$ cat src/rtl/cic_comb_if.sv
// Sample/result bundle of the CIC comb section: one integrator word in, one comb word out.
interface cic_comb_if #(
    parameter int WIDTH = 64
);
    logic             en_i;
    logic             clr_i;
    logic [1:0]       sel_i;
    logic             diff_delay_i;
    logic [WIDTH-1:0] data_i;
    logic [WIDTH-1:0] data_o;
    logic [1:0]       ch_o;
    logic             valid_o;
    logic             primed_o;

    modport master (
        output en_i, clr_i, sel_i, diff_delay_i, data_i,
        input  data_o, ch_o, valid_o, primed_o
    );

    modport slave (
        input  en_i, clr_i, sel_i, diff_delay_i, data_i,
        output data_o, ch_o, valid_o, primed_o
    );
endinterface

$ cat src/rtl/cic_comb.sv
// Four-channel time-multiplexed CIC comb: y = x[n] - x[n-M], M in {1,2}, one registered result
// per accepted sample, tagged with its channel and whether the delay line was full.
module cic_comb #(
    parameter int WIDTH = 64
) (
    input  logic      clk_i,
    input  logic      rst_i,
    cic_comb_if.slave bus
);
    logic [WIDTH-1:0] d1_q [4];
    logic [WIDTH-1:0] d1_d [4];
    logic [WIDTH-1:0] d2_q [4];
    logic [WIDTH-1:0] d2_d [4];
    logic [1:0]       fill_q [4];
    logic [1:0]       fill_d [4];

    logic [WIDTH-1:0] data_q, data_d;
    logic [1:0]       ch_q, ch_d;
    logic             valid_q, valid_d;
    logic             primed_q, primed_d;

    logic [WIDTH-1:0] past_sample;
    logic [1:0]       fill_cur;

    always_comb begin
        d1_d     = d1_q;
        d2_d     = d2_q;
        fill_d   = fill_q;
        data_d   = data_q;
        ch_d     = ch_q;
        primed_d = primed_q;
        valid_d  = 1'b0;

        past_sample = bus.diff_delay_i ? d2_q[bus.sel_i] : d1_q[bus.sel_i];
        fill_cur    = fill_q[bus.sel_i];

        if (bus.clr_i) begin
            for (int c = 0; c < 4; c++) begin
                d1_d[c]   = '0;
                d2_d[c]   = '0;
                fill_d[c] = 2'd0;
            end
            data_d   = '0;
            ch_d     = 2'd0;
            primed_d = 1'b0;
        end else if (bus.en_i) begin
            // modulo-2^WIDTH wrap is how the CIC cancels integrator overflow
            data_d   = bus.data_i - past_sample;
            ch_d     = bus.sel_i;
            valid_d  = 1'b1;
            primed_d = bus.diff_delay_i ? (fill_cur >= 2'd2) : (fill_cur >= 2'd1);
            d2_d[bus.sel_i]   = d1_q[bus.sel_i];
            d1_d[bus.sel_i]   = bus.data_i;
            fill_d[bus.sel_i] = (fill_cur == 2'd2) ? 2'd2 : fill_cur + 2'd1;
        end
    end

    always_ff @(posedge clk_i or posedge rst_i) begin
        if (rst_i) begin
            for (int c = 0; c < 4; c++) begin
                d1_q[c]   <= '0;
                d2_q[c]   <= '0;
                fill_q[c] <= 2'd0;
            end
            data_q   <= '0;
            ch_q     <= 2'd0;
            valid_q  <= 1'b0;
            primed_q <= 1'b0;
        end else begin
            d1_q     <= d1_d;
            d2_q     <= d2_d;
            fill_q   <= fill_d;
            data_q   <= data_d;
            ch_q     <= ch_d;
            valid_q  <= valid_d;
            primed_q <= primed_d;
        end
    end

    assign bus.data_o   = data_q;
    assign bus.ch_o     = ch_q;
    assign bus.valid_o  = valid_q;
    assign bus.primed_o = primed_q;
endmodule

$ cat src/flat_wrapper.sv
// flat-port wrapper written by rule: the top's interface ports become plain ports
module cic_comb_flat 
#(
    parameter int WIDTH = 64
)
  (clk_i, rst_i, bus_en_i, bus_clr_i, bus_sel_i, bus_diff_delay_i, bus_data_i, bus_data_o, bus_ch_o, bus_valid_o, bus_primed_o);
  cic_comb_if #(.WIDTH(WIDTH)) bus_i ();
  input  logic clk_i;
  input  logic rst_i;
  input wire logic [$bits(bus_i.en_i)-1:0] bus_en_i;
  input wire logic [$bits(bus_i.clr_i)-1:0] bus_clr_i;
  input wire logic [$bits(bus_i.sel_i)-1:0] bus_sel_i;
  input wire logic [$bits(bus_i.diff_delay_i)-1:0] bus_diff_delay_i;
  input wire logic [$bits(bus_i.data_i)-1:0] bus_data_i;
  output wire logic [$bits(bus_i.data_o)-1:0] bus_data_o;
  output wire logic [$bits(bus_i.ch_o)-1:0] bus_ch_o;
  output wire logic [$bits(bus_i.valid_o)-1:0] bus_valid_o;
  output wire logic [$bits(bus_i.primed_o)-1:0] bus_primed_o;
  assign bus_i.en_i = bus_en_i;
  assign bus_i.clr_i = bus_clr_i;
  assign bus_i.sel_i = bus_sel_i;
  assign bus_i.diff_delay_i = bus_diff_delay_i;
  assign bus_i.data_i = bus_data_i;
  assign bus_data_o = bus_i.data_o;
  assign bus_ch_o = bus_i.ch_o;
  assign bus_valid_o = bus_i.valid_o;
  assign bus_primed_o = bus_i.primed_o;
  cic_comb #(.WIDTH(WIDTH)) u_core (.clk_i(clk_i), .rst_i(rst_i), .bus(bus_i));
endmodule
$ cat config.mk
export PLATFORM = sky130hd
export DESIGN_NAME = cic_comb_flat
export DESIGN_NICKNAME = d
export VERILOG_FILES = /design/src/rtl/cic_comb_if.sv /design/src/rtl/cic_comb.sv /design/src/flat_wrapper.sv
export SDC_FILE = /design/constraint.sdc
export NUM_CORES = 1
export LEC_CHECK = 0
export CAP_MARGIN = 20
export CORE_ASPECT_RATIO = 0.75
export CORE_MARGIN = 2
export CORE_UTILIZATION = 30
export CTS_BUF_LIST = sky130_fd_sc_hd__clkbuf_16
export DETAILED_ROUTE_END_ITERATION = 7
export PLACE_DENSITY = 0.52
export SLEW_MARGIN = 5
export SYNTH_ARGS = -nofsm -noshare
export SYNTH_HDL_FRONTEND = slang
export SYNTH_SLANG_ARGS = --single-unit
export TNS_END_PERCENT = 100
$ cat constraint.sdc
create_clock -name clk_i -period 25.6 [get_ports clk_i]
set_input_delay 3.84 -clock clk_i [delete_from_list [all_inputs] [get_ports clk_i]]
set_output_delay 3.84 -clock clk_i [all_outputs]
set_load 0.01 [all_outputs]
==> impl_results.md, run 1 <==
* Outcome: complete, no violations
* Min-delay worst type: flip-flop to flip-flop
* Post-synth ARST share at 100%
* Wire per inst at 25.5 µm
* Hold Crit Start: u_core.d2_q[46]
* # fillers at 8979
* Hold endpoint: u_core.d2_q[46]
* Main flop type after synthesis: dfrtp_1
* Critical Path RT at 26140 ps
* Pwr Density at 65.5 nW/µm²
* Grt ovf at 0
* Utilization after layout at 35.2%
* Die area at 96600 µm²
* Final hold violation count at 0
* Gr usage total at around 19%
* Initial Util at 30.3%
* Number of distinct library cells after synthesis at 69
* Most common cell after layout, fill and taps aside: dfrtp_1
* RR Startpoint: u_core.d1_q[0]
* Mean number of vias per cell at 5.84
* DRT iter0 DRCs at 1942
* Period minus WS final at 9100 ps
* Clk_lat worst skew at 610 ps
* Met3 Wirelength at 6760 µm
* Clock Skew at between 30 and 40 ps
* H-tree depth at 3
* Antenna diode count at 0
* Crit share post-route at 35.5%
* Post-synth EDFFs at 0
* Number of global-route vias before repair at 21294
* Syn_area_per_cell at about 13 µm²
* Uppermost layer routed: met5
* Flop2flop setup slack at 20980 ps
* Chip Width at 358 µm
* M1 WL at 42400 µm
* Reg2reg path depth at 12
* Reg2Reg Capture Point: u_core.bus.data_o[58]
* Setup Fix Bufs, Post-CTS at 0
* WL final at 90000 µm
* Register area share after synthesis at 52.1%
* Synth-to-Final Area Change at 16.4%
* Num ports at 139
* First drt pass iteration count at 6
* TritonCTS clock tree: yes
* DP HPWL at 53400 µm
* Hold Slack at 498 ps
* Slew Limit Fails at 0
* Syn Nets at 2336
* Slowest stage cell, crit path: buf_4
* Mapped Cells at about 2200
* Max-cap viol count at 0
* Initial antenna violation count at 7
* Root Buffer: clkbuf_16
* Synthesized area at 28200 µm²
* # nets final at 2396
* Post-route insts no fill at 3522
* First-pass GRT wire length at 138000 µm
* Worst vdd ir at about 0.000037 V
* Crit path kind: input port to flip-flop
* Die Y at 270 µm
* Sum Neg Setup Slack at 0 ps
* Slew @ Worst Pin at 1150 ps
* Top Family by Delay on Critical Path: compound AO/OA/AOI/OAI gates
* Flops & latches, synth at approximately 600
* Worst Setup End Kind: flip-flop
* Row cnt at just under 100
* Core ar. at approximately 93000 µm²
* Post-cts resize count at 0
* YS warnings at 0
* Share of layout cells above drive strength 1 at 12.3%
* Via Count at about 21000
* CTS Sinks at 588
* Crit path launch type: input port
* Tot Pwr at 2.15 mW
* CP max stage delay at 920 ps
* Cells after DPL at approximately 3400
* WHS Path Cells at 1
* RSZ-0062 raised after global routing: no
* IO Port Bufs at 138
* Total CTS buffers at 67
* Leak pwr at 14.7 nW
* Commonest non-fill, non-tap cells in the layout: dfrtp_1 (588), a22o_1 (522), clkdlybuf4s50_1 (133), mux4_2 (130), mux2i_1 (90)
* # setup viols final at 0
* Largest net degree at the start of global routing at 148
* WP data arrival at 9650 ps
* Clock transition at path regs at 60 ps
* CP Cell Sequence: buf_8 > buf_4 > mux4_2 > mux2i_1 > ha_1 > and4_1 > a2111oi_2 > and4bb_2 > o31ai_2 > o31ai_1 > a221o_1 > or3_1 > nand3_1
* Fmax at roughly 110 MHz
* Worst relative slew slack at 23.1%
* CP Buf/Inv Count at 2
* Detail Route Antenna Nets at 0
* Hold buffer count at CTS at 0
* Crit-path max FO at 66
* Gpl congestion at 0.875
* Clock buffer depth at 3
* # DRC at 0
* WL met2 at 39000 µm
-- kinds of logic after synthesis --
kind of cell    count (synthesis)  synth area share [%]
fa+ha+maj                      82                  3.66
mux                           221                  13.6
compound gates                780                  22.0
simple gates                  253                  4.26
buf+inv                       211                  2.86
xor+xnor                       48                  1.49
flops                         588                  52.1
-- worst reg2reg max path, cell delays in order, from the launching register on --
cell and delay [ps]:
dfrtp_1 380, mux4_2 540, mux2_2 300, ha_1 200
fa_1 450, o21ai_1 380, a2111oi_2 200, and4bb_2 400
o31ai_2 140, o31ai_1 670, a41oi_1 300, or4_1 520
nand3_1 90
-- worst max-delay path by stage --
stage / from / end / slack (ps) / cells after the start
after floorplan: rst_i / u_core.bus.ch_o[0] / 5310 / 1
after global placement: bus_sel_i[0] / u_core.bus.data_o[62] / 15950 / 14
after detailed placement: bus_sel_i[0] / u_core.bus.data_o[62] / 15890 / 14
after CTS: bus_sel_i[0] / u_core.bus.data_o[62] / 16530 / 14
after global routing: bus_sel_i[0] / u_core.bus.data_o[62] / 16170 / 14
final: bus_sel_i[0] / u_core.bus.data_o[62] / 16500 / 13
-- layer usage --
layer | vias to the layer above | track usage (%)
met4 | 8 | 4.26
met1 | 11011 | 27.5
li1 | 8672 | -
met3 | 133 | 4.86
met5 | - | 0
met2 | 761 | 26.8
-- sequential cells by signal, indices dropped and copies added (netlist names) --
register and count:
u_core.d2_q 256, u_core.fill_q 8, u_core.d1_q 256, u_core.bus.ch_o 2, u_core.bus.valid_o 1, u_core.bus.data_o 64
u_core.bus.primed_o 1
-- synth_stat cells, types with 20 or more instances --
cell type | count | share of area, %
inv_1 | 30 | 0.40
mux4_2 | 130 | 10
xor2_1 | 25 | 0.78
clkbuf_1 | 150 | 2.0
nor2_1 | 71 | 0.94
dfrtp_1 | 588 | 52
nand3_1 | 20 | 0.35
mux2i_1 | 90 | 3.2
a21oi_1 | 85 | 1.5
nand2_1 | 79 | 1.1
xnor2_1 | 23 | 0.71
ha_1 | 81 | 3.6
a22o_1 | 522 | 16
a21o_1 | 23 | 0.61
o21ai_0 | 55 | 0.97
buf_1 | 25 | 0.33
-- cell type report --
cell class	instances	area, µm²	share of cell area [%]
Clock buffer	67	1680	5.10
Clock inverter	44	284	0.865
Inverter	30	120	0.366
Multi-Input combinational cell	1384	12800	39.0
Sequential cell	588	14700	44.8
Tap cell	1237	1550	4.71
Timing Repair Buffer	172	1710	5.19
-- report_power, final --
group / internal (mW) / switching [mW]
combinational: 0.101 / 0.177
clock: 0.504 / 0.392
sequential: 0.956 / 0.0209
-- metrics by stage --
stage | worst slack, ps | instance area (µm²)
final | 16500 | 32900
after global routing | 16170 | 32900
after CTS | 16530 | 32800
after detailed placement | 15890 | 30800
after global placement | 15950 | 30800
after floorplan | 5310 | 28200
Power figures use the tool's default switching activity.
==> run 2: changes to the inputs <==
PLACE_DENSITY = 0.54   (was 0.52)
clock period = 8.25 ns   (was 25.6 ns; I/O delays follow)
==> impl_results.md, run 2 (synthesis results as in run 1) <==
* Outcome: complete, no violations
* Hold Crit Start: u_core.d2_q[23]
* Slew Limit Fails at 0
* Clock buffer depth at 3
* Chip Width at 358 µm
* Largest net degree at the start of global routing at 179
* Pwr Density at 207 nW/µm²
* Hold Slack at 500 ps
* RSZ-0062 raised after global routing: no
* Share of layout cells above drive strength 1 at approximately an eighth
* Die area at 96600 µm²
* Crit path kind: input port to flip-flop
* Clk_lat worst skew at a little over 600 ps
* Cells after DPL at 3408
* Core ar. at 93300 µm²
* First-pass GRT wire length at between 100000 and 150000 µm
* RR Startpoint: u_core.d1_q[0]
* Crit path from: bus_sel_i[1]
* Initial Util at 30.3%
* Min-delay worst type: flip-flop to flip-flop
* TritonCTS clock tree: yes
* Crit path launch type: input port
* Hold buffer count at CTS at 0
* Clock Skew at 28.4 ps
* # DRC at 0
* Leak pwr at about 15 nW
* Via Count at about 21000
* Max-cap viol count at 0
* Wire per inst at 25.4 µm
* DRT iter0 DRCs at about 2100
* Final hold violation count at 0
* # nets final at 2394
* Post-route insts no fill at around 3500
* Utilization after layout at 35.4%
* Die Y at approximately 270 µm
* WL final at 89500 µm
* Grt ovf at 0
* H-tree depth at 3
* Number of global-route vias before repair at 21189
* First drt pass iteration count at 5
* Worst Setup End Kind: flip-flop
* Period minus WS final at 5760 ps
* Root Buffer: clkbuf_16
* Crit-path max FO at 57
* CTS Sinks at 588
* # setup viols final at 0
* Total CTS buffers at 66
* Setup Fix Bufs, Post-CTS at 0
* Crit share post-route at approximately 70%
* WP data arrival at roughly 6300 ps
* Sum Neg Setup Slack at 0 ps
* Critical Path RT at between 8000 and 9000 ps
* Post-cts resize count at 0
* Slew @ Worst Pin at 1100 ps
* Synth-to-Final Area Change at 16.9%
* Tot Pwr at 6.83 mW
* Clock transition at path regs at roughly 60 ps
* Gr usage total at 18.3%
* Detail Route Antenna Nets at 0
* Worst relative slew slack at 26.6%
* Fmax at ~170 MHz
* Most common cell after layout, fill and taps aside: dfrtp_1
* Mean number of vias per cell at approximately 6
* Initial antenna violation count at 7
* Worst vdd ir at roughly 0.00011 V
* Commonest non-fill, non-tap cells in the layout: dfrtp_1 (588), a22o_1 (522), clkdlybuf4s50_1 (133), mux4_2 (130), mux2i_1 (90)
* IO Port Bufs at between 100 and 150
* Row cnt at 97
* Gpl congestion at 0.854
* DP HPWL at 54300 µm
* Num ports at 139
## run 2: changes by cell type in the layout (fill, tap and decap cells not counted), moves of 3 or more
cell | previous run | this run
buf_4 | 32 | 29
bufinv_16 | 3 | 7
buf_12 | 1 | 4
inv_1 | 43 | 39
## run 2: cell type report
type | count | area [µm²]
Antenna cell | 2 | 5.00
Clock buffer | 67 | 1680
Clock inverter | 48 | 434
Fill cell | 8899 | 60300
Inverter | 30 | 116
Multi-Input combinational cell | 1384 | 12800
Sequential cell | 588 | 14700
Tap cell | 1237 | 1550
Timing Repair Buffer | 171 | 1720
## run 2: worst paths after layout
check | end | slack, ps | depth (start not counted)
min in group asynchronous | u_core.d1_q[77] | 1200 | 2
min | u_core.d2_q[23] | 500 | 1
max in group asynchronous | u_core.d1_q[241] | 5540 | 3
max reg2reg | u_core.bus.data_o[58] | 3660 | 12
max | u_core.bus.data_o[58] | 2490 | 14
min reg2reg | u_core.d2_q[23] | 500 | 1
## run 2: metrics by stage
step           setup WS [ps]  instance area (µm²)
2_1_floorplan          -1000                28200
3_3_place_gp            2000                30800
3_5_place_dp            1890                30800
4_1_cts                 2570                33000
5_1_grt                 2270                33000
6_report                2490                33000
## run 2: critical path: stages
cell and delay [ps]:
buf_6 490, buf_4 780, mux4_2 420, mux2i_1 110
ha_1 500, a21oi_1 140, o21ai_0 320, a21oi_1 80
o21ai_0 330, o31ai_2 210, o31ai_1 640, a41oi_1 300
or4_1 520, nand3_1 90
## run 2: per-layer routing
| metal | track usage [%] | part of all wire (%) | vias to the layer above | routed length, µm |
|---|---|---|---|---|
| met4 | 4.06 | 1.7 | 4 | 1490 |
| met2 | 26.3 | 43 | 887 | 38700 |
| met5 | 0 | 0.030 | - | 27 |
| li1 | - | - | 8662 | - |
| met3 | 4.91 | 8.6 | 106 | 7700 |
| met1 | 27.4 | 46 | 10932 | 41500 |
## run 2: where the power goes
part | internal [mW] | total [mW] | switching, mW | leakage [nW]
clock | 1.70 | 2.93 | 1.23 | 1.07
combinational | 0.315 | 0.870 | 0.555 | 5.59
sequential | 2.97 | 3.03 | 0.0631 | 8.11
total | 4.98 | 6.83 | 1.85 | 14.8
==> run 3: changes to the inputs <==
PLACE_DENSITY = 0.52   (was 0.54)
clock period = 5.5 ns   (was 8.25 ns; I/O delays follow)
==> impl_results.md, run 3 (synthesis results as in run 1) <==
* Worst vdd ir at 0.000265 V
* Wire per inst at roughly 25 µm
* Period minus WS final at 4750 ps
* RR Startpoint: u_core.d1_q[9]
* Setup Fix Bufs, Post-CTS at 0
* Crit path from: bus_sel_i[0]
* CP Buf/Inv Count at 4
* RSZ-0062 raised after global routing: no
* Sum Neg Setup Slack at 0 ps
* WP data arrival at 5270 ps
* CP dominant cell by count: buf_12
* TritonCTS clock tree: yes
* Grt ovf at 0
* Outcome: complete, no violations
* Clock transition at path regs at 60 ps
* Die Y at 270 µm
* Detail Route Antenna Nets at 0
* DP HPWL at 54200 µm
* Row cnt at 97
* Critical Path RT at 6020 ps
* Worst relative slew slack at roughly 28%
* Gpl congestion at 0.839
* Hold Crit Start: u_core.d1_q[112]
* Via Count at 20485
* Clk_lat worst skew at 650 ps
* Initial antenna violation count at 4
* Top Family by Delay on Critical Path: compound AO/OA/AOI/OAI gates
* # setup viols final at 0
* Hold buffer count at CTS at 0
* Crit share post-route at a little under nine tenths
* Crit-path max FO at 18
* CP Cell Sequence: buf_8 > buf_12 > buf_12 > buf_4 > mux4_2 > mux2i_1 > ha_1 > nand4_2 > nor3_2 > nand3_1 > or4_1 > o32a_1 > a211o_2 > a2111oi_2 > nor3_1 > a221o_1
* Total CTS buffers at 61
* Max-cap viol count at 0
* Pwr Density at 304 nW/µm²
* Core ar. at a little over 90000 µm²
* Synth-to-Final Area Change at 18.0%
* Min-delay worst type: flip-flop to flip-flop
* Slew @ Worst Pin at 1080 ps
* H-tree depth at 2
* Clock Skew at 25.2 ps
* WL final at 88700 µm
* Utilization after layout at between 30% and 40%
* Leak pwr at 15.0 nW
* Worst Setup End Kind: flip-flop
* Hold Slack at around 500 ps
* Fmax at around 210 MHz
* Die area at 96600 µm²
* DRT iter0 DRCs at 2128
* Crit path kind: input port to flip-flop
* IO Port Bufs at 138
* Slew Limit Fails at 0
* Commonest non-fill, non-tap cells in the layout: dfrtp_1 (588), a22o_1 (522), clkdlybuf4s50_1 (133), mux4_2 (130), mux2i_1 (90)
* Largest net degree at the start of global routing at approximately 160
* Number of global-route vias before repair at around 21000
* CP max stage delay at 570 ps
* Mean number of vias per cell at 5.75
* Clock buffer depth at 3
* Final hold violation count at 0
* Share of layout cells above drive strength 1 at 13.4%
* Gr usage total at 18.2%
* First drt pass iteration count at 5
* Post-cts resize count at 0
* Slowest stage cell, crit path: mux4_2
* # DRC at 0
* Root Buffer: clkbuf_16
* # nets final at 2423
* Chip Width at 358 µm
* Most common cell after layout, fill and taps aside: dfrtp_1
* First-pass GRT wire length at 136000 µm
* CTS Sinks at 588
* Num ports at 139
* Initial Util at 30.3%
* Crit path launch type: input port
* Tot Pwr at about 10 mW
run 3: where the power goes:
group	switching [mW]	leakage [nW]	total [mW]	internal, mW
clock network	1.79	1.06	4.26	2.47
logic	0.830	5.79	1.33	0.499
registers	0.0958	8.11	4.55	4.45
run 3: worst paths after layout:
path                                         end  slack [ps]  cells past startpoint
min in group asynchronous       u_core.d2_q[141]         590                      2
max in group asynchronous        u_core.d2_q[59]        3590                      3
setup / recovery           u_core.bus.data_o[59]         750                     16
hold / removal                  u_core.d1_q[112]         500                      1
setup reg to reg           u_core.bus.data_o[62]         950                     12
hold reg to reg                 u_core.d1_q[112]         500                      1
run 3: per-layer routing:
layer	GRT usage [%]	wire length, µm
met4	3.82	1520
met2	26.3	38400
met1	27.0	41200
met5	0	8
met3	5.10	7650
run 3: final cells by class:
| class | instances | area (µm²) |
|---|---|---|
| fill | 8899 | 60000 |
| sequential | 588 | 14700 |
| multi-input combinational | 1384 | 12800 |
| timing repair buffer | 205 | 2110 |
| clock buffer | 63 | 1580 |
| tap | 1237 | 1550 |
| clock inverter | 52 | 449 |
| inverter | 30 | 116 |
| antenna | 1 | 2.50 |
run 3: stage by stage:
stage / worst slack, ps / cell area [µm²] / instances
2_1_floorplan: -3340 / 28200 / 2183
3_3_place_gp: 84.5 / 31300 / 3444
3_5_place_dp: 104 / 31300 / 3444
4_1_cts: 777 / 33300 / 3559
5_1_grt: 443 / 33300 / 3559
6_report: 748 / 33300 / 3560
